===== config.mk =====
export PLATFORM = sky130hd
export DESIGN_NAME = operand_entry_ctrl_flat
export DESIGN_NICKNAME = d
export VERILOG_FILES = /design/src/rtl/operand_entry_pkg.sv /design/src/rtl/operand_entry_ctrl_if.sv /design/src/rtl/operand_entry_ctrl_debouncer.sv /design/src/rtl/operand_entry_ctrl.sv /design/src/flat_wrapper.sv
export SDC_FILE = /design/constraint.sdc
export NUM_CORES = 1
export LEC_CHECK = 0
export ABC_AREA = 1
export BUFFER_PORTS_ARGS = -buffer_cell sky130_fd_sc_hd__clkbuf_2
export CAP_MARGIN = 20
export CORE_AREA = 2 2 62 64
export DETAILED_ROUTE_END_ITERATION = 7
export DIE_AREA = 0 0 64 66
export PLACE_DENSITY = 0.77
export SKIP_LAST_GASP = 1
export SLEW_MARGIN = 10
export SYNTH_ARGS = -nofsm -noshare
export SYNTH_HDL_FRONTEND = slang
export SYNTH_SLANG_ARGS = --single-unit

===== constraint.sdc =====
create_clock -name clk -period 2.6 [get_ports clk]
set_input_delay 0.39 -clock clk [delete_from_list [all_inputs] [get_ports clk]]
set_output_delay 0.39 -clock clk [all_outputs]
set_load 0.01 [all_outputs]

===== src/rtl/operand_entry_pkg.sv =====
// Shared types and helpers for the operand entry front-end.
package operand_entry_pkg;

    typedef enum logic [2:0] {
        LOAD_A = 3'd0,
        LOAD_B = 3'd1,
        START  = 3'd2,
        BUSY   = 3'd3,
        DONE   = 3'd4
    } entry_state_t;

    // Counter width able to hold 0..n-1.
    function automatic int get_cnt_width(input int n);
        return (n < 2) ? 1 : $clog2(n);
    endfunction

endpackage


===== src/rtl/operand_entry_ctrl_if.sv =====
// Board-side bundle: button/switch/ready inputs, operands/strobe/phase outputs.
interface operand_entry_ctrl_if #(
    parameter int WIDTH = 5
);
    logic             en;
    logic             btn_n;
    logic [WIDTH-1:0] switches;
    logic             ready;
    logic [WIDTH-1:0] multiplicand;
    logic [WIDTH-1:0] multiplier;
    logic             start_n;
    logic [1:0]       phase;

    modport master (
        input  en, btn_n, switches, ready,
        output multiplicand, multiplier, start_n, phase
    );

    modport slave (
        output en, btn_n, switches, ready,
        input  multiplicand, multiplier, start_n, phase
    );
endinterface


===== src/rtl/operand_entry_ctrl_debouncer.sv =====
// Button synchronizer + debouncer; emits a one-cycle press on a debounced fall.
module button_debouncer
    import operand_entry_pkg::*;
#(
    parameter int DEBOUNCE_CYCLES = 500000
) (
    input  logic clk,
    input  logic rst_n,
    input  logic en,
    input  logic btn_n,
    output logic level,
    output logic press
);
    localparam int            CW      = get_cnt_width(DEBOUNCE_CYCLES);
    localparam logic [CW-1:0] CNT_MAX = CW'(DEBOUNCE_CYCLES - 1);

    logic          sync1_q, sync2_q;
    logic          level_q, level_d;
    logic          press_q, press_d;
    logic [CW-1:0] cnt_q, cnt_d;
    logic          mismatch;

    assign mismatch = (sync2_q != level_q);

    // Count consecutive mismatch cycles; flip the level once the run is long enough.
    always_comb begin
        level_d = level_q;
        press_d = 1'b0;
        cnt_d   = '0;
        if (mismatch) begin
            if (cnt_q == CNT_MAX) begin
                level_d = sync2_q;
                press_d = ~sync2_q;
            end else begin
                cnt_d = cnt_q + 1'b1;
            end
        end
    end

    // Synchronizer and debounce state; everything holds while en is low.
    always_ff @(posedge clk or negedge rst_n) begin
        if (!rst_n) begin
            sync1_q <= 1'b1;
            sync2_q <= 1'b1;
            level_q <= 1'b1;
            press_q <= 1'b0;
            cnt_q   <= '0;
        end else if (en) begin
            sync1_q <= btn_n;
            sync2_q <= sync1_q;
            level_q <= level_d;
            press_q <= press_d;
            cnt_q   <= cnt_d;
        end
    end

    assign level = level_q;
    assign press = press_q;
endmodule


===== src/rtl/operand_entry_ctrl.sv =====
// Operand entry FSM: capture A, capture B, strobe start, wait for ready.
module operand_entry_ctrl
    import operand_entry_pkg::*;
#(
    parameter int WIDTH           = 5,
    parameter int DEBOUNCE_CYCLES = 500000,
    parameter bit CHECK_PARAM     = 1'b1
) (
    input logic                  clk,
    input logic                  rst_n,
    operand_entry_ctrl_if.master bus
);
    if (CHECK_PARAM && (WIDTH == 0 || DEBOUNCE_CYCLES < 2)) begin : g_bad_param
        $fatal(1, "operand_entry_ctrl: illegal WIDTH/DEBOUNCE_CYCLES");
    end

    logic btn_level, btn_press, press_ok;

    button_debouncer #(.DEBOUNCE_CYCLES(DEBOUNCE_CYCLES)) u_deb (
        .clk   (clk),
        .rst_n (rst_n),
        .en    (bus.en),
        .btn_n (bus.btn_n),
        .level (btn_level),
        .press (btn_press)
    );

    // A press is only meaningful while the debounced button is down.
    assign press_ok = btn_press & ~btn_level;

    entry_state_t     state_q, state_d;
    logic [WIDTH-1:0] mcand_q, mcand_d;
    logic [WIDTH-1:0] mplier_q, mplier_d;
    logic             start_n_q;
    logic             busy_seen_q;

    // Next state and operand capture; BUSY ignores ready on its first cycle.
    always_comb begin
        state_d  = state_q;
        mcand_d  = mcand_q;
        mplier_d = mplier_q;
        case (state_q)
            LOAD_A: if (press_ok) begin
                mcand_d = bus.switches;
                state_d = LOAD_B;
            end
            LOAD_B: if (press_ok) begin
                mplier_d = bus.switches;
                state_d  = START;
            end
            START:  state_d = BUSY;
            BUSY:   if (busy_seen_q && bus.ready) state_d = DONE;
            DONE:   if (press_ok) state_d = LOAD_A;
            default: state_d = LOAD_A;
        endcase
    end

    // State, operands and registered start strobe; frozen while en is low.
    always_ff @(posedge clk or negedge rst_n) begin
        if (!rst_n) begin
            state_q     <= LOAD_A;
            mcand_q     <= '0;
            mplier_q    <= '0;
            start_n_q   <= 1'b1;
            busy_seen_q <= 1'b0;
        end else if (bus.en) begin
            state_q     <= state_d;
            mcand_q     <= mcand_d;
            mplier_q    <= mplier_d;
            start_n_q   <= (state_d != START);
            busy_seen_q <= (state_q == BUSY);
        end
    end

    // LED phase: BUSY and DONE share code 3.
    always_comb begin
        case (state_q)
            LOAD_A:  bus.phase = 2'd0;
            LOAD_B:  bus.phase = 2'd1;
            START:   bus.phase = 2'd2;
            default: bus.phase = 2'd3;
        endcase
    end

    assign bus.multiplicand = mcand_q;
    assign bus.multiplier   = mplier_q;
    assign bus.start_n      = start_n_q;
endmodule

===== src/flat_wrapper.sv =====
// flat-port wrapper written by rule: the top's interface ports become plain ports
module operand_entry_ctrl_flat import operand_entry_pkg::*;
#(
    parameter int WIDTH           = 5,
    parameter int DEBOUNCE_CYCLES = 500000,
    parameter bit CHECK_PARAM     = 1'b1
)
  (clk, rst_n, bus_en, bus_btn_n, bus_switches, bus_ready, bus_multiplicand, bus_multiplier, bus_start_n, bus_phase);
  operand_entry_ctrl_if #(.WIDTH(WIDTH)) bus_i ();
  input logic clk;
  input logic rst_n;
  input wire logic [$bits(bus_i.en)-1:0] bus_en;
  input wire logic [$bits(bus_i.btn_n)-1:0] bus_btn_n;
  input wire logic [$bits(bus_i.switches)-1:0] bus_switches;
  input wire logic [$bits(bus_i.ready)-1:0] bus_ready;
  output wire logic [$bits(bus_i.multiplicand)-1:0] bus_multiplicand;
  output wire logic [$bits(bus_i.multiplier)-1:0] bus_multiplier;
  output wire logic [$bits(bus_i.start_n)-1:0] bus_start_n;
  output wire logic [$bits(bus_i.phase)-1:0] bus_phase;
  assign bus_i.en = bus_en;
  assign bus_i.btn_n = bus_btn_n;
  assign bus_i.switches = bus_switches;
  assign bus_i.ready = bus_ready;
  assign bus_multiplicand = bus_i.multiplicand;
  assign bus_multiplier = bus_i.multiplier;
  assign bus_start_n = bus_i.start_n;
  assign bus_phase = bus_i.phase;
  operand_entry_ctrl #(.WIDTH(WIDTH), .DEBOUNCE_CYCLES(DEBOUNCE_CYCLES), .CHECK_PARAM(CHECK_PARAM)) u_core (.clk(clk), .rst_n(rst_n), .bus(bus_i));
endmodule

Word-level counts from Yosys, hierarchy flattened
Index checks and enable logic that the tools add are counted.
{"block": "totals", "reg_bits": 38, "input_bits": 10, "elab_cells": 36}
{"block": "op_classes", "n_addsub": 1, "n_eq_ne": 7, "mux": 10, "bitwise": 3, "n_reduce_logical": 5}
{"operator": "19-bit two-way mux", "count": 2}
{"operator": "19-bit by 1-bit adder with 19-bit output, second input constant", "count": 1}
{"operator": "19-bit == test, second input constant", "count": 1}
{"operator": "3-bit case mux with 5 select lines", "count": 1}
{"operator": "3-bit two-way mux", "count": 4}
{"operator": "3-bit AND reduction", "count": 3}
{"operator": "3-bit by 2-bit == test with 1-bit output, second input constant", "count": 2}
{"operator": "2-bit case mux with 3 select lines", "count": 1}
{"operator": "3-bit by 1-bit == test with 1-bit output, second input constant", "count": 1}
{"operator": "3-bit == test, second input constant", "count": 1}
{"operator": "3-bit zero test", "count": 1}
{"operator": "3-bit by 2-bit inequality test with 1-bit output, second input constant", "count": 1}
{"operator": "1-bit two-way mux", "count": 2}
{"operator": "1-bit inverter", "count": 2}
{"operator": "1-bit AND", "count": 1}
{"operator": "1-bit logical AND", "count": 1}
{"operator": "1-bit inequality test", "count": 1}

Longest topological paths before layout
{"block": "depth", "ltp_word": 5, "ltp_mapped": 9, "depth_no_buf": 9}

Cells and area by module
From an unflattened synthesis, not the netlist that was laid out.
{"block": "unflattened", "hier_cells": 259, "hier_area_um2": 2144.6}
{"mod": "button_debouncer", "n_inst": 1, "cells_per_inst": 171, "area_each_um2": 1396.3, "seq_area_each_um2": 579.3}
{"mod": "operand_entry_ctrl", "n_inst": 1, "cells_per_inst": 88, "area_each_um2": 748.2, "seq_area_each_um2": 376.6}

Worst setup path after synthesis
Ideal clock, no wire load.
{"block": "synth_path", "path_kind": "register to register", "startpoint": "register u_core.u_deb.cnt_q[0]", "endpoint": "register u_core.u_deb.cnt_q[15]", "arrival_time_ps": 1259, "slack_ps": 1224, "path_stages_with_launch": 10, "synth_period_minus_slack_ps": 1376, "cell_sequence": "dfrtp_1 -> ha_1 -> nand2_1 -> nor2_2 -> nand2_1 -> nor2_2 -> a21oi_2 -> buf_6 -> nand3_1 -> nand2_1"}
{"block": "synth_via", "elab_chain_len": 3}
{"item": "start: declaration", "line_no": "operand_entry_ctrl_debouncer.sv:20", "source": "logic [CW-1:0] cnt_q, cnt_d;"}
{"item": "start signal: assignment", "line_no": "operand_entry_ctrl_debouncer.sv:53", "source": "cnt_q <= cnt_d;"}
{"item": "19-bit by 1-bit adder with 19-bit output or 19-bit == test (tied branches)", "line_no": "operand_entry_ctrl_debouncer.sv:35, operand_entry_ctrl_debouncer.sv:31"}
{"item": "19-bit two-way mux *", "line_no": "operand_entry_ctrl_debouncer.sv:31", "source": "if (cnt_q == CNT_MAX) begin"}
{"item": "19-bit two-way mux *", "line_no": "operand_entry_ctrl_debouncer.sv:30", "source": "if (mismatch) begin"}
Every way passes the cells marked *; elsewhere a longest branch is shown, timed or not.
A chain may end at the register's enable or synchronous reset.

Worst setup path in the final report
{"block": "layout_path", "startpoint": "register u_core.state_q[0]", "endpoint": "output bus_phase[1]"}
{"block": "layout_via", "elab_chain_len": 2}
{"item": "start: declaration", "line_no": "operand_entry_ctrl.sv:31", "source": "entry_state_t state_q, state_d;"}
{"item": "start signal: assignment", "line_no": "operand_entry_ctrl.sv:67", "source": "state_q <= state_d;"}
{"item": "3-bit by 2-bit == test with 1-bit output, or another cell as far along", "line_no": "operand_entry_ctrl.sv:77", "source": "case (state_q)"}
{"item": "2-bit case mux with 3 select lines *", "line_no": "operand_entry_ctrl.sv:77"}
{"item": "end: declaration", "line_no": "flat_wrapper.sv:19", "source": "output wire logic [$bits(bus_i.phase)-1:0] bus_phase;"}
Marks and branches as above.

==> impl.org <==
** Synth
- Cells after synthesis :: 264
- The synthesized netlist occupies a cell area of 0.00203 mm2.
- Fraction of synthesized cell area taken by the top area cell type :: 41.9%
- By count the netlist is led by 74 x sky130_fd_sc_hd__nand2_1, 34 x sky130_fd_sc_hd__dfrtp_1, 33 x sky130_fd_sc_hd__inv_1, 23 x sky130_fd_sc_hd__nand3_1, 23 x sky130_fd_sc_hd__nor2_1.
- In this run, synthesis inferred 0 flip-flops with an integrated enable.
- After synthesis, the mean cell area works out to 7.69 um2.
- Ranking of synthesized cells by area :: sky130_fd_sc_hd__dfrtp_1 42%, sky130_fd_sc_hd__nand2_1 14%, sky130_fd_sc_hd__inv_1 6.1%
- Counting distinct cell types in the post-synthesis netlist gives 27.
- The number of nets handed over by synthesis was 275.
- Synth Register Bits :: 38
- After synthesis, the share of flip-flops with an asynchronous set or reset is 100%.
- Most frequently used flop master after synthesis :: sky130_fd_sc_hd__dfrtp_1
- Warnings, synthesis :: 0
- Sequential cell area fraction in the yosys report :: 47.1%
- Post-synthesis cell type with the largest combined area :: sky130_fd_sc_hd__dfrtp_1
- In the post-synthesis netlist, the cell with the most instances is sky130_fd_sc_hd__nand2_1.

** Global routing
- In the global route stage, met2 resource usage came out at 33.5%.
- Global-route layer with the greatest usage :: met2
- Entering global routing, the biggest net connects 39 pins.
- Number of global-route vias before repair :: 1581
- For this run, global-route usage on met3 was measured as 6.64%.
- Met1 demand-to-capacity share in global routing :: 28.0%
- Antenna violations before repair :: 0
- Sum of overflow across all layers after global routing :: 0
- First-pass GRT wire length :: 6860 um
- Combined global-route utilization of all metal layers :: 21.3%

** Routing
- Via count :: 1699
- Count of antenna-violating nets left after detailed routing :: 0
- Length of the first detailed-routing pass in iterations :: 4
- Via density per instance :: 5.09
- For this block, the initial DRC count from the detailed router was 113.
- Average wire length per cell after detail routing :: 11.9 um
- Summed over all layers, the routed wires come to 3960 um.
- After detailed routing, the number of remaining DRC violations is 0.

** Die
- Die Area :: 0.00422 mm2
- Row generation in the floorplan step produced 22 rows.
- The initial utilization of the core area, before any placement, comes to 57.2%.
- In this run the count of I/O pins placed on the die edge is 23.
- The total area inside the core boundary comes to 0.00355 mm2.
- From left edge to right edge, the die measures 64 um.
- Die Span Y :: 66 um

** STA
- The final critical path takes up 68.1% of the cycle.
- Clock skew on the completed layout was measured at 0.00962 ns.
- Summed over all failing endpoints, the final setup total negative slack is 0 ns.
- Fin. Hold Viols :: 0
- Setup violations remaining at the end of the flow were counted as 0.
- Timing would allow up to 565 MHz.
- In this run the tightest slew margin relative to its limit is 40.1%.
- Unrepaired setup endpoints after global routing :: no
- The routed design could run at a clock period as short as 1.77 ns.
- Total count of max-transition violations in the final report :: 0
- At the pin with the least slew margin, the transition time is 0.898 ns.

** Power and ir drop
- Switching pwr :: 0.385 mW
- Combinational logic is responsible for 15.0% of the overall power.
- Of the total power, the clock network draws 32.8%.
- Internal power :: 0.906 mW
- Leak :: 1.07 nW
- Areal power density over the cells :: 577 mW/mm2
- Seq pwr share :: 52.2%
- IR analysis of the VDD net gives a maximum drop of 0.000361 V.
- Switching power as a share of total power :: 29.8%

** Clocking
- Clock latency on the worst-skew pair :: 0.37 ns
- The number of hold buffers added after CTS was 0.
- Clock tree from TritonCTS :: yes
- Cts bufs inserted :: 5
- The longest clock path from root to sink contains 2 buffers.
- Clock-pin slew was measured on the worst setup and hold paths at 0.13 ns.
- Max H-tree Level :: 2
- Master cell of the clock root buffer :: sky130_fd_sc_hd__clkbuf_4
- CTS saw 38 sinks.
- Post-CTS Repair Setup Buffers :: 0
- Once the clock tree was built, the resizer swapped 0 gates to a different size.

** Place
- Instance count after placement with tap cells included :: 326
- Summed over all nets, the half-perimeter wirelength after detailed placement is 2840 um.
- Final estimated routing congestion in global placement :: 0.825
- Cell Area, Placed :: 0.00216 mm2
- Input and output buffers added on the ports amount to 22.

** Finish
- Total number of nets in the final design :: 296
- Relative to the synthesized area, the layout overhead comes to 10.2%.
- Ratio of cells with drive above 1 in the final layout :: 17.1%
- After routing the design area is 0.00224 mm2.
- The number of antenna diodes in the final layout is 0.
- Post-route non-filler standard cell count :: 334

** Status
- The run finished with clean final reports.

** Job
- Count of maximum capacitance violations :: 0

** Worst setup path
- STA classifies the critical path endpoint as an output port.
- Of all nets on the critical path, the largest fanout is 5.
- STA classifies the critical path startpoint as a flip-flop.
- CP required :: 2.21 ns
- Cells on worst reg2reg path :: 8
- At the worst endpoint, the arrival time is 1.38 ns.
- The critical path is of the reg -> out type.

** Worst hold path
- Type of the worst min-delay path :: in -> async
## cell families after synthesis
group	after synthesis	synth area share (%)
compound gates	39	10.5
xor+xnor	7	3.02
fa+ha+maj	1	0.616
buf+inv	41	8.32
flops	38	47.1
simple gates	138	30.4
## critical path: stages (launching register included)
cell                       delay [ns]
sky130_fd_sc_hd__dfrtp_1         0.44
sky130_fd_sc_hd__nor2_1          0.23
sky130_fd_sc_hd__nand2_1         0.10
sky130_fd_sc_hd__o21ai_0         0.08
sky130_fd_sc_hd__clkbuf_2        0.15
## through the flow
step | hold WS, ns | setup slack, ns | utilization, % | total power, mW
floorplan | 0.0944 | 1.22 | - | 0.812
global placement | 0.453 | 0.931 | 60.7 | 0.875
detailed placement | 0.456 | 0.874 | 60.7 | 0.881
CTS | 0.167 | 0.818 | 63.0 | 1.30
global route | 0.180 | 0.666 | 63.0 | 1.36
finish | 0.115 | 0.829 | 63.0 | 1.29
## flip-flops by register name (all words and copies together) (netlist names)
| signal | flops |
|---|---|
| u_core.u_deb.cnt_q | 19 |
| u_core.bus.multiplicand | 5 |
| u_core.bus.multiplier | 5 |
| u_core.state_q | 3 |
| u_core.bus.start_n | 1 |
| u_core.busy_seen_q | 1 |
| u_core.u_deb.level | 1 |
| u_core.u_deb.press | 1 |
| u_core.u_deb.sync1_q | 1 |
| u_core.u_deb.sync2_q | 1 |
## per-layer routing
metal | part of all wire [%] | vias up
met1 | 48 | 793
met3 | 3.9 | 5
met5 | 0 | -
li1 | - | 877
met4 | 1.4 | 0
met2 | 46 | 24
## placed cells by master, fill, tap and decap left out
cell and n:
sky130_fd_sc_hd__inv_1 33, sky130_fd_sc_hd__nor2_4 2, sky130_fd_sc_hd__a21oi_1 7, sky130_fd_sc_hd__xor2_1 6
sky130_fd_sc_hd__dfrtp_1 34, sky130_fd_sc_hd__nand2_2 2, sky130_fd_sc_hd__clkbuf_2 22, sky130_fd_sc_hd__or2_2 1
sky130_fd_sc_hd__nor2_1 23, sky130_fd_sc_hd__o21a_1 1, sky130_fd_sc_hd__o21ai_0 18, sky130_fd_sc_hd__o21ai_1 5
sky130_fd_sc_hd__nand2_1 74, sky130_fd_sc_hd__bufinv_16 1, sky130_fd_sc_hd__nand3b_1 1, sky130_fd_sc_hd__nand4_1 3
sky130_fd_sc_hd__ha_1 1, sky130_fd_sc_hd__nand3_1 23, sky130_fd_sc_hd__o21bai_1 3, sky130_fd_sc_hd__nand3_2 4
sky130_fd_sc_hd__dfstp_2 4, sky130_fd_sc_hd__a21oi_2 1, sky130_fd_sc_hd__o22ai_1 4, sky130_fd_sc_hd__xnor2_1 1
sky130_fd_sc_hd__clkinvlp_4 2, sky130_fd_sc_hd__clkbuf_4 5, sky130_fd_sc_hd__nor2_2 5
## final timing paths
| check | to | slack (ns) | startpoint |
|---|---|---|---|
| hold / removal | u_core.u_deb.cnt_q[15] | 0.11 | rst_n |
| setup reg to reg | u_core.u_deb.cnt_q[18] | 0.84 | u_core.u_deb.cnt_q[0] |
| hold reg to reg | u_core.u_deb.sync1_q | 0.47 | u_core.u_deb.sync1_q |
| min in group clk | u_core.u_deb.sync1_q | 0.18 | bus_btn_n |
| max in group asynchronous | u_core.u_deb.cnt_q[12] | 1.92 | rst_n |
| setup / recovery | bus_phase[1] | 0.83 | u_core.state_q[0] |
## cell type report
class	count	area, um2
fillers	332	1310
flip-flops and latches	38	956
clock buffers	5	37.5
well taps	48	60.1
multi-input cells	185	906
clock inverters	3	45.0
inverters	33	124
repair buffers	22	110
## power groups by stage
stage          clock network (mW)  logic, mW  registers (mW)
2_1_floorplan                   0      0.133           0.679
3_3_place_gp                    0      0.192           0.683
3_5_place_dp                    0      0.196           0.685
4_1_cts                     0.424      0.198           0.675
5_1_grt                     0.451      0.229           0.681
6_report                    0.423      0.194           0.675
Note: power is estimated with default switching activity, not from simulation.
